$ cat config.mk
export PLATFORM = sky130hd
export DESIGN_NAME = gf_chien_search_flat
export DESIGN_NICKNAME = d
export VERILOG_FILES = /design/src/rtl/gf_chien_search_pkg.sv /design/src/rtl/gf_chien_search_if.sv /design/src/rtl/gf_chien_search_mul_alpha_pow.sv /design/src/rtl/gf_chien_search.sv /design/src/flat_wrapper.sv
export SDC_FILE = /design/constraint.sdc
export NUM_CORES = 1
export LEC_CHECK = 0
export BUFFER_PORTS_ARGS = -buffer_cell sky130_fd_sc_hd__buf_2
export CORE_UTILIZATION = 40
export CTS_CLUSTER_SIZE = 28
export DETAILED_ROUTE_END_ITERATION = 10
export HOLD_SLACK_MARGIN = 0.08
export PLACE_DENSITY = 0.63
export SLEW_MARGIN = 20
export SYNTH_ARGS = -nofsm -noshare
export SYNTH_HDL_FRONTEND = slang
export SYNTH_HIERARCHICAL = 1
export SYNTH_SLANG_ARGS = --single-unit
$ cat constraint.sdc
create_clock -name clk -period 1.6 [get_ports clk]
set_input_delay 0.08 -clock clk [delete_from_list [all_inputs] [get_ports clk]]
set_output_delay 0.08 -clock clk [all_outputs]
set_load 0.02 [all_outputs]
$ cat src/rtl/gf_chien_search_pkg.sv
// gf_chien_pkg
//   Shared definitions for the Chien-search block: FSM state constants,
//   the field-size helper N = 2^M - 1 and the single-step multiply by alpha
//   over the trinomial field x^M + x^ALPHA + 1.
//   No ports (package).
package gf_chien_pkg;

    // Widest field the alpha-step helper supports.
    localparam int MAX_M = 16;

    typedef logic [1:0] state_t;

    localparam state_t S_IDLE = 2'd0;
    localparam state_t S_EVAL = 2'd1;
    localparam state_t S_DONE = 2'd2;

    // Number of nonzero field elements, i.e. the search length.
    function automatic int chien_n(input int m);
        return (2 ** m) - 1;
    endfunction

    // One LFSR step: shift up, feed the old MSB back into bit 0 and into
    // the middle tap. Operands live in the low m bits of a MAX_M-wide word.
    function automatic logic [MAX_M-1:0] mul_alpha(input logic [MAX_M-1:0] b,
                                                   input int m,
                                                   input int alpha);
        logic [MAX_M-1:0] one;
        logic [MAX_M-1:0] mask;
        logic [MAX_M-1:0] tap;
        logic             msb;
        one  = MAX_M'(1);
        mask = (one << m) - one;
        msb  = |(b & (one << (m - 1)));
        tap  = one | (one << alpha);
        return ((b << 1) & mask) ^ (msb ? tap : '0);
    endfunction

endpackage

$ cat src/rtl/gf_chien_search_if.sv
// gf_chien_search_if
//   Request/result bundle of the Chien search.
//   start, sigma          : request (driver -> search)
//   ready                 : search idle, start will be taken
//   loc_valid, loc        : per-cycle root report, no back-pressure
//   done, root_cnt, fail  : end-of-search status (root_cnt/fail held)
interface gf_chien_search_if #(
    parameter int PARAM_M = 4,
    parameter int PARAM_T = 2
);
    localparam int RC_W = $clog2(PARAM_T + 1);

    logic                           start;
    logic [(PARAM_T+1)*PARAM_M-1:0] sigma;
    logic                           ready;
    logic                           loc_valid;
    logic [PARAM_M-1:0]             loc;
    logic                           done;
    logic [RC_W-1:0]                root_cnt;
    logic                           fail;

    modport master (
        output start, sigma,
        input  ready, loc_valid, loc, done, root_cnt, fail
    );

    modport slave (
        input  start, sigma,
        output ready, loc_valid, loc, done, root_cnt, fail
    );

endinterface

$ cat src/rtl/gf_chien_search_mul_alpha_pow.sv
// gf_mul_alpha_pow
//   Combinational multiply by alpha^PARAM_POW: PARAM_POW chained LFSR steps.
//   in_i  : field element, polynomial basis
//   out_o : in_i * alpha^PARAM_POW
module gf_mul_alpha_pow
    import gf_chien_pkg::*;
#(
    parameter int PARAM_M     = 4,
    parameter int PARAM_ALPHA = 1,
    parameter int PARAM_POW   = 1
) (
    input  logic [PARAM_M-1:0] in_i,
    output logic [PARAM_M-1:0] out_o
);

    logic [PARAM_M-1:0] stg [PARAM_POW+1];

    always_comb begin
        stg[0] = in_i;
        for (int k = 0; k < PARAM_POW; k++) begin
            stg[k+1] = PARAM_M'(mul_alpha(MAX_M'(stg[k]), PARAM_M, PARAM_ALPHA));
        end
    end

    assign out_o = stg[PARAM_POW];

endmodule

$ cat src/rtl/gf_chien_search.sv
// gf_chien_search
//   Sequential Chien search: evaluates sigma(x) at alpha^0..alpha^(N-1), one
//   point per cycle, and reports each root as error location (N-i) mod N.
//   clk       : clock, rising edge
//   rst       : synchronous reset, active low
//   bus.slave : start/sigma in; ready, loc_valid, loc, done, root_cnt, fail out
module gf_chien_search
    import gf_chien_pkg::*;
#(
    parameter int PARAM_M     = 4,
    parameter int PARAM_ALPHA = 1,
    parameter int PARAM_T     = 2
) (
    input  logic clk,
    input  logic rst,
    gf_chien_search_if.slave bus
);

    localparam int N    = chien_n(PARAM_M);
    localparam int RC_W = $clog2(PARAM_T + 1);

    localparam logic [PARAM_M-1:0] CNT_LAST = PARAM_M'(N);
    localparam logic [RC_W-1:0]    RC_MAX   = '1;

    state_t                        state_q, state_d;
    logic [PARAM_T:0][PARAM_M-1:0] reg_q, reg_d, reg_step;
    logic [PARAM_M-1:0]            cnt_q, cnt_d;
    logic [RC_W-1:0]               root_cnt_q, root_cnt_d;
    logic [RC_W-1:0]               deg_q, deg_d;
    logic                          zero_q, zero_d;
    logic                          fail_q, fail_d;

    logic [PARAM_M-1:0] sum;
    logic [RC_W-1:0]    sigma_deg;
    logic               sigma_zero;
    logic               hit;
    logic               fail_now;

    // Term j of sigma(alpha^i) is sigma_j * alpha^(i*j): advancing i by one
    // multiplies each register by alpha^j. The constant term never moves.
    assign reg_step[0] = reg_q[0];

    for (genvar j = 1; j <= PARAM_T; j++) begin : g_step
        gf_mul_alpha_pow #(
            .PARAM_M    (PARAM_M),
            .PARAM_ALPHA(PARAM_ALPHA),
            .PARAM_POW  (j)
        ) u_mul (
            .in_i (reg_q[j]),
            .out_o(reg_step[j])
        );
    end

    always_comb begin
        sum = '0;
        for (int j = 0; j <= PARAM_T; j++) begin
            sum = sum ^ reg_q[j];
        end
    end

    // Degree of the incoming locator; a zero polynomial reports degree 0.
    always_comb begin
        sigma_deg  = '0;
        sigma_zero = 1'b1;
        for (int j = 0; j <= PARAM_T; j++) begin
            if (bus.sigma[j*PARAM_M +: PARAM_M] != '0) begin
                sigma_deg  = RC_W'(j);
                sigma_zero = 1'b0;
            end
        end
    end

    assign hit      = (state_q == S_EVAL) && (sum == '0);
    assign fail_now = zero_q || (root_cnt_q != deg_q);

    always_comb begin
        state_d    = state_q;
        reg_d      = reg_q;
        cnt_d      = cnt_q;
        root_cnt_d = root_cnt_q;
        deg_d      = deg_q;
        zero_d     = zero_q;
        fail_d     = fail_q;
        case (state_q)
            S_IDLE: begin
                if (bus.start) begin
                    for (int j = 0; j <= PARAM_T; j++) begin
                        reg_d[j] = bus.sigma[j*PARAM_M +: PARAM_M];
                    end
                    cnt_d      = '0;
                    root_cnt_d = '0;
                    deg_d      = sigma_deg;
                    zero_d     = sigma_zero;
                    fail_d     = 1'b0;
                    state_d    = sigma_zero ? S_DONE : S_EVAL;
                end
            end
            S_EVAL: begin
                reg_d = reg_step;
                cnt_d = cnt_q + 1'b1;
                if (hit && (root_cnt_q != RC_MAX)) begin
                    root_cnt_d = root_cnt_q + 1'b1;
                end
                if (cnt_q == CNT_LAST - 1'b1) begin
                    state_d = S_DONE;
                end
            end
            S_DONE: begin
                fail_d  = fail_now;
                state_d = S_IDLE;
            end
            default: state_d = S_IDLE;
        endcase
    end

    always_ff @(posedge clk) begin
        if (!rst) begin
            state_q    <= S_IDLE;
            reg_q      <= '0;
            cnt_q      <= '0;
            root_cnt_q <= '0;
            deg_q      <= '0;
            zero_q     <= 1'b0;
            fail_q     <= 1'b0;
        end else begin
            state_q    <= state_d;
            reg_q      <= reg_d;
            cnt_q      <= cnt_d;
            root_cnt_q <= root_cnt_d;
            deg_q      <= deg_d;
            zero_q     <= zero_d;
            fail_q     <= fail_d;
        end
    end

    assign bus.ready     = (state_q == S_IDLE);
    assign bus.loc_valid = hit;
    // alpha^i is a root of sigma, so the error sits at alpha^-i = alpha^(N-i).
    assign bus.loc       = !hit ? '0 : ((cnt_q == '0) ? '0 : (CNT_LAST - cnt_q));
    assign bus.done      = (state_q == S_DONE);
    assign bus.root_cnt  = root_cnt_q;
    // fail is computed live in the done cycle and held afterwards.
    assign bus.fail      = (state_q == S_DONE) ? fail_now : fail_q;

endmodule

$ cat src/flat_wrapper.sv
// flat-port wrapper written by rule: the top's interface ports become plain ports
module gf_chien_search_flat import gf_chien_pkg::*;
#(
    parameter int PARAM_M     = 4,
    parameter int PARAM_ALPHA = 1,
    parameter int PARAM_T     = 2
)
  (clk, rst, bus_start, bus_sigma, bus_ready, bus_loc_valid, bus_loc, bus_done, bus_root_cnt, bus_fail);
  gf_chien_search_if #(.PARAM_M(PARAM_M), .PARAM_T(PARAM_T)) bus_i ();
  input  logic clk;
  input  logic rst;
  input wire logic [$bits(bus_i.start)-1:0] bus_start;
  input wire logic [$bits(bus_i.sigma)-1:0] bus_sigma;
  output wire logic [$bits(bus_i.ready)-1:0] bus_ready;
  output wire logic [$bits(bus_i.loc_valid)-1:0] bus_loc_valid;
  output wire logic [$bits(bus_i.loc)-1:0] bus_loc;
  output wire logic [$bits(bus_i.done)-1:0] bus_done;
  output wire logic [$bits(bus_i.root_cnt)-1:0] bus_root_cnt;
  output wire logic [$bits(bus_i.fail)-1:0] bus_fail;
  assign bus_i.start = bus_start;
  assign bus_i.sigma = bus_sigma;
  assign bus_ready = bus_i.ready;
  assign bus_loc_valid = bus_i.loc_valid;
  assign bus_loc = bus_i.loc;
  assign bus_done = bus_i.done;
  assign bus_root_cnt = bus_i.root_cnt;
  assign bus_fail = bus_i.fail;
  gf_chien_search #(.PARAM_M(PARAM_M), .PARAM_ALPHA(PARAM_ALPHA), .PARAM_T(PARAM_T)) u_core (.clk(clk), .rst(rst), .bus(bus_i));
endmodule
==> results.md, run 1 <==
* Busiest grt layer: met2
* Die H at roughly 59 µm
* Netlist Area Pre-Place at 0.001289 mm²
* Tot Pwr at 1.425 mW
* Post-DRT Antenna Nets at 0
* M3 GR Usage at between 1.5 and 2%
* Core area at just over 0.003 mm²
* Yosys reg bits at 24
* Initial DRC Count at 49
* Worst-skew pair later-pin latency at 0.32 ns
* Critical Path End Type: primary output
* Placed Cells incl. Taps at ~220
* Antenna diodes at 0
* IO Count at 25
* Clock Tree Buf Depth at 2
* RSZ-0062 raised after global routing: true
* Fin nets at roughly 210
* Setup CP Type: flip-flop to primary output
* Sequential share of the synthesized area at a little under two fifths
* Detailed Routing Iterations Pass 1 at 4
* GRT overflow at 0
* Setup ws final at -0.1762 ns
* Final Core Density at 58.07%
* Max Slew Vio Count at 0
* Final period utilization at 111.0%
* Clock Skew at 0.004355 ns
* Largest family of logic cells by synthesized area: simple AND/OR/NAND/NOR gates
* Die width at just under 60 µm
* First-pass GRT wire length at about 5200 µm
* Minimum clock period at ~1.8 ns
* Vias in the first global route at approximately 1,200
* Outcome: complete, but fails checks
* Syn avg cell area at just under 9 µm²
* Initial core utilization at between 40% and 50%
* CTS Buf Count at 3
* Htree depth at 1
* Setup violations, final at 5
* Mux share of post-synthesis cell area at 1.553%
* DR vias at approximately 1,200
* CP arrival at around 1.7 ns
* WL/cell at approximately 14 µm
* Clock root buffer master: clkbuf_4
* Max_cap viols at 0
* Max VDD drop at approximately 0.00051 V
* Post-synth cell types at 34
* Total clock sinks at 24
* XOR/XNOR Fraction of Synth Area at around 10%
* Full die area at roughly 0.0035 mm²
* Compound-Gate Fraction of Synth Area at around 16%
* DP Area at 0.001458 mm²
* WL final at around 3300 µm
* Post-synthesis adder-cell area fraction at approximately 3.9%
* GR Util met1 at between 20% and 30%
* Reg clk slew, reported paths at ~0.13 ns
* Worst hold-check path type: input port to flip-flop
* Hold Slack at a little under 0.09 ns
* Row count at 20
* Startpoint Class: flip-flop
* Hold Violations, Final at 0
* Worst EP required at about 1.5 ns
* Port Buffers at 24
* Worst-Margin Slew at around 0.44 ns
* Simple-gate portion of the synthesized area at between 20% and 30%
* Failing checks: negative setup slack
* GRT Util Overall at about a fifth
* Gpl congestion at 0.7324
* Final Instance Count excl. Fillers at around 240
* PD cells at about 800 mW/mm²
* CTS tree: built
* Via density at about 5
* Hpwl dp at about 2200 µm
* CP Max Fanout at 5
* Finished Cell Area at roughly 0.0018 mm²
* Layout cell share with drive strength beyond 1 at between 30% and 40%
* Leakage power total at around 0.75 nW
* Area delta synth->final at 37.57%
* Met2 Use GR at around a third
* Initial antenna violation count at 0
* Gate count after technology mapping at approximately 150
* Worst relative slew slack at between 70% and 80%
* DRC at 0
* Max Fclk at approximately 0.56 GHz
* Pin count of the biggest net entering global routing at 14
* Yosys Warn Count at 6
* Syn nets at ~170
==> per-layer routing <==
layer / up-vias / wire length [µm] / part of all wire, %
met4: 0 / 50 / 1.5
met2: 22 / 1651 / 51
met5: - / 0 / 0
met3: 4 / 100 / 3.1
met1: 558 / 1464 / 45
li1: 606 / - / -
==> stage by stage <==
step / setup slack [ns] / TNS (ns)
2_1_floorplan: -0.03042 / -0.1217
3_3_place_gp: 0.09529 / 0
3_5_place_dp: 0.03698 / 0
4_1_cts: -0.1694 / -0.7239
5_1_grt: -0.2366 / -1.028
6_report: -0.1762 / -0.7571
==> cells in the final DEF, fill, tap and decap left out, types with 5 or more instances in the layout <==
master          n
nand2_1        24
buf_2          19
a21oi_1        19
buf_4          16
dfxtp_1        15
dlygate4sd3_1  13
nor2_1          7
a22oi_1         7
dfxtp_2         7
nand3_1         6
xor2_1          5
==> cell type report <==
type	count	area [µm²]
well taps	44	55.05
fillers	291	1280
inverters	5	18.77
clock buffers	4	36.28
flip-flops and latches	24	496.7
repair buffers	50	367.9
multi-input cells	111	798.3
==> registers in the layout (all words and copies together), names as in the netlist <==
signal               flops
u_core/reg_q            12
u_core/cnt_q             4
u_core/bus.root_cnt      2
u_core/deg_q             2
u_core/state_q           2
u_core/fail_q            1
u_core/zero_q            1
==> synthesized netlist by cell type (all sizes together) <==
master   number  area, µm²
buf           8      55.05
clkinv        1      3.750
ha            4      50.05
a21oi        20      103.9
nor4          3      25.02
nor3          6      35.03
nor2          8      32.54
nand2        25      93.84
a22oi         7      52.55
nand3         7      35.03
nor2b         3      18.77
nand2b        3      18.77
and3          1      7.510
and2          1      6.260
a2111oi       1      15.01
clkbuf        1      3.750
a211oi        1      7.510
or2           1      6.260
nand3b        2      15.01
dfxtp        24      480.5
and2b         1      10.01
o21ai         3      15.01
mux2i         2      20.02
inv           4      15.01
xnor3         4      90.09
xor2          5      43.79
o31ai         1      7.510
o221ai        1      8.760
nor3b         1      12.51
==> worst max-delay path: stages, from the launching register on <==
cell and delay [ns]:
dfxtp_2 0.35, xnor3_1 0.38, nand3_2 0.08, or2_4 0.28
nor3_2 0.12, buf_4 0.17
==> kinds of logic after synthesis <==
| family | Yosys count |
|---|---|
| flops | 24 |
| simple gates | 62 |
| xor+xnor | 9 |
| buf+inv | 14 |
| mux | 2 |
| fa+ha+maj | 4 |
| compound gates | 34 |
==> final timing paths <==
| check | startpoint | end | slack, ns | cells past startpoint |
|---|---|---|---|---|
| max | u_core/reg_q[2] | bus_loc[1] | -0.18 | 5 |
| min | bus_start | u_core/state_q[1] | 0.09 | 3 |
| max reg2reg | u_core/reg_q[2] | u_core/bus.root_cnt[1] | 0.10 | 6 |
| min reg2reg | u_core/reg_q[1] | u_core/reg_q[1] | 0.48 | 2 |
==> where the power goes <==
| part | switching, mW | internal [mW] |
|---|---|---|
| clock network | 0.188 | 0.139 |
| registers | 0.0380 | 0.640 |
| logic | 0.211 | 0.209 |
==> timing repair <==
action                                  CTS  global route
hold buffers                             13             0
endpoints found under the hold margin    15             0
resized for setup                        19            13
buffers inserted                          4             2
endpoints found under the setup margin    5             7
pin swaps                                 8             4
Power figures use the tool's default switching activity.
==> run 2, diff against run 1 <==
CTS_CLUSTER_SIZE = not set   (was 28)
clock period = 2.1 ns   (was 1.6 ns; I/O delays follow)
==> results.md, run 2 (synthesis gave the netlist of run 1 again) <==
* R2R cell count at 5
* Filler instances at around 300
* Initial antenna violation count at 0
* Reg clk slew, reported paths at between 0.1 and 0.15 ns
* Setup ws final at roughly 0.16 ns
* Antenna diodes at 0
* CP Max Fanout at 5
* Worst-Margin Slew at 0.5372 ns
* Clock Tree Buf Depth at 2
* Row count at 20
* Hpwl dp at about 2100 µm
* Startpoint Class: flip-flop
* Worst relative slew slack at ~64%
* Area delta synth->final at 16.80%
* CP arrival at approximately 1.8 ns
* CTS Buf Count at 3
* Htree depth at 1
* Die width at 58.76 µm
* Fin nets at roughly 200
* CTS tree: built
* RR Endpoint: u_core/cnt_q[2]
* Top reg by flops: u_core/reg_q
* Final Core Density at 49.30%
* GRT Util Overall at approximately 18%
* DRC at 0
* Critical Path Source: u_core/reg_q[10]
* Detailed Routing Iterations Pass 1 at 4
* Reg-to-reg startpoint: u_core/state_q[1]
* Total clock sinks at 24
* Most common cell after layout, fill and taps aside: nand2_1
* Leakage power total at around 0.65 nW
* Worst-skew pair later-pin latency at roughly 0.31 ns
* Tot Pwr at about 1.0 mW
* Cells along the critical path: xnor3_1 > nand3_1 > or2_1 > nor3_1 > buf_2
* Largest regs: u_core/reg_q x12, u_core/cnt_q x4
* Worst EP required at 2.00 ns
* CP max-delay cell: dfxtp_1
* Post-DRT Antenna Nets at 0
* Multi-input combinational cell area at between 700 and 800 µm²
* Hold Violations, Final at 0
* Setup WS pre-CTS at about 0.43 ns
* Full die area at 0.003453 mm²
* Max Slew Vio Count at 0
* Max Fclk at roughly 0.51 GHz
* Gpl congestion at around 0.8
* Critical Path End Type: primary output
* Layout cell share with drive strength beyond 1 at 22.86%
* Most frequent cells in the layout: nand2_1 (25), buf_2 (24), dfxtp_1 (23)
* Die H at around 59 µm
* Max_cap viols at 0
* Max VDD drop at between 0.0003 and 0.0004 V
* Clock Skew at between 0.004 and 0.005 ns
* WL final at approximately 2800 µm
* IO Count at 25
* PD cells at roughly 670 mW/mm²
* Minimum clock period at between 1.5 and 2 ns
* Via density at approximately 5.1
* WL/cell at roughly 13 µm
* Setup CP Type: flip-flop to primary output
* Max reg flops at 12
* Final period utilization at between 90 and 100%
* Port Buffers at 24
* Critical path endpoint: bus_loc[2]
* First-pass GRT wire length at approximately 4700 µm
* Worst hold-check path type: input port to flip-flop
* Core area at around 0.0031 mm²
* Outcome: finished, final reports clean
* GRT overflow at 0
* Initial core utilization at between 40 and 50%
* Clock root buffer master: clkbuf_4
* Flop-to-flop setup slack at between 0.5 and 0.6 ns
* Setup violations, final at 0
* Vias in the first global route at ~1,000
* CP max stage delay at ~0.37 ns
* DR vias at 1,115
* RSZ-0062 raised after global routing: false
* Register Area at between 400 and 500 µm²
* Pin count of the biggest net entering global routing at 20
* Initial DRC Count at 31
* TNS Setup at 0 ns
==> run 2: changes by cell type in the layout (fill, tap and decap cells not counted), moves of 2 or more <==
cell           before  now
nor3_2              3    1
dfxtp_1            15   23
buf_4              16    3
dfxtp_2             7    1
nor2b_2             2    0
dlygate4sd3_1      13    4
nor3_4              2    0
buf_6               2    0
nor3_1              1    5
buf_2              19   24
nor2b_1             1    3
dfxtp_4             2    0
==> run 2: how the worst min path moves through the flow <==
stage	start	to	depth (start not counted)
after floorplan	rst	u_core/state_q[0]	1
after global placement	bus_sigma[1]	u_core/reg_q[1]	3
after detailed placement	bus_sigma[1]	u_core/reg_q[1]	3
after CTS	bus_sigma[4]	u_core/reg_q[4]	3
after global routing	bus_sigma[4]	u_core/reg_q[4]	3
final	bus_sigma[4]	u_core/reg_q[4]	3
==> run 2: timing repair <==
item | in CTS | in global routing
hold buffers | 4 | 0
setup buffers | 0 | 2
setup endpoints to repair | 0 | 4
hold endpoints to repair | 4 | 0
resized for setup | 0 | 1
==> run 2: area by class of cell <==
| cell class | instances | area share, % |
|---|---|---|
| Timing Repair Buffer | 31 | 12.14 |
| Multi-Input combinational cell | 111 | 48.55 |
| Inverter | 5 | 1.247 |
| Tap cell | 44 | 3.658 |
| Sequential cell | 24 | 32.00 |
| Clock buffer | 4 | 2.411 |
==> run 2: layer usage <==
metal / vias up / wire length [µm] / GRT usage, %
li1: 566 / - / -
met1: 518 / 1239 / 23.21
met2: 27 / 1435 / 31.49
met3: 4 / 121 / 2.418
met4: 0 / 37 / 7.143
met5: - / 0 / 0
==> run 2: through the flow <==
| step | instance area, µm² | instances | hold slack (ns) |
|---|---|---|---|
| after floorplan | 1289 | 149 | 0.2267 |
| after global placement | 1413 | 209 | 0.3567 |
| after detailed placement | 1413 | 209 | 0.3639 |
| after CTS | 1489 | 217 | 0.08002 |
| after global routing | 1505 | 219 | 0.09579 |
| final | 1505 | 219 | 0.08677 |
==> run 2: power breakdown <==
part	internal (mW)	switching, mW	leakage [nW]
registers	0.486	0.0345	0.196
logic	0.113	0.124	0.432
clock network	0.106	0.140	0.0210
==> run 2: worst max-delay path: cells and delay by family, from the launching register on <==
kind / cells / cell delay, ns
flops: 1 / 0.37
xor+xnor: 1 / 0.37
simple gates: 3 / 0.59
buf+inv: 1 / 0.19
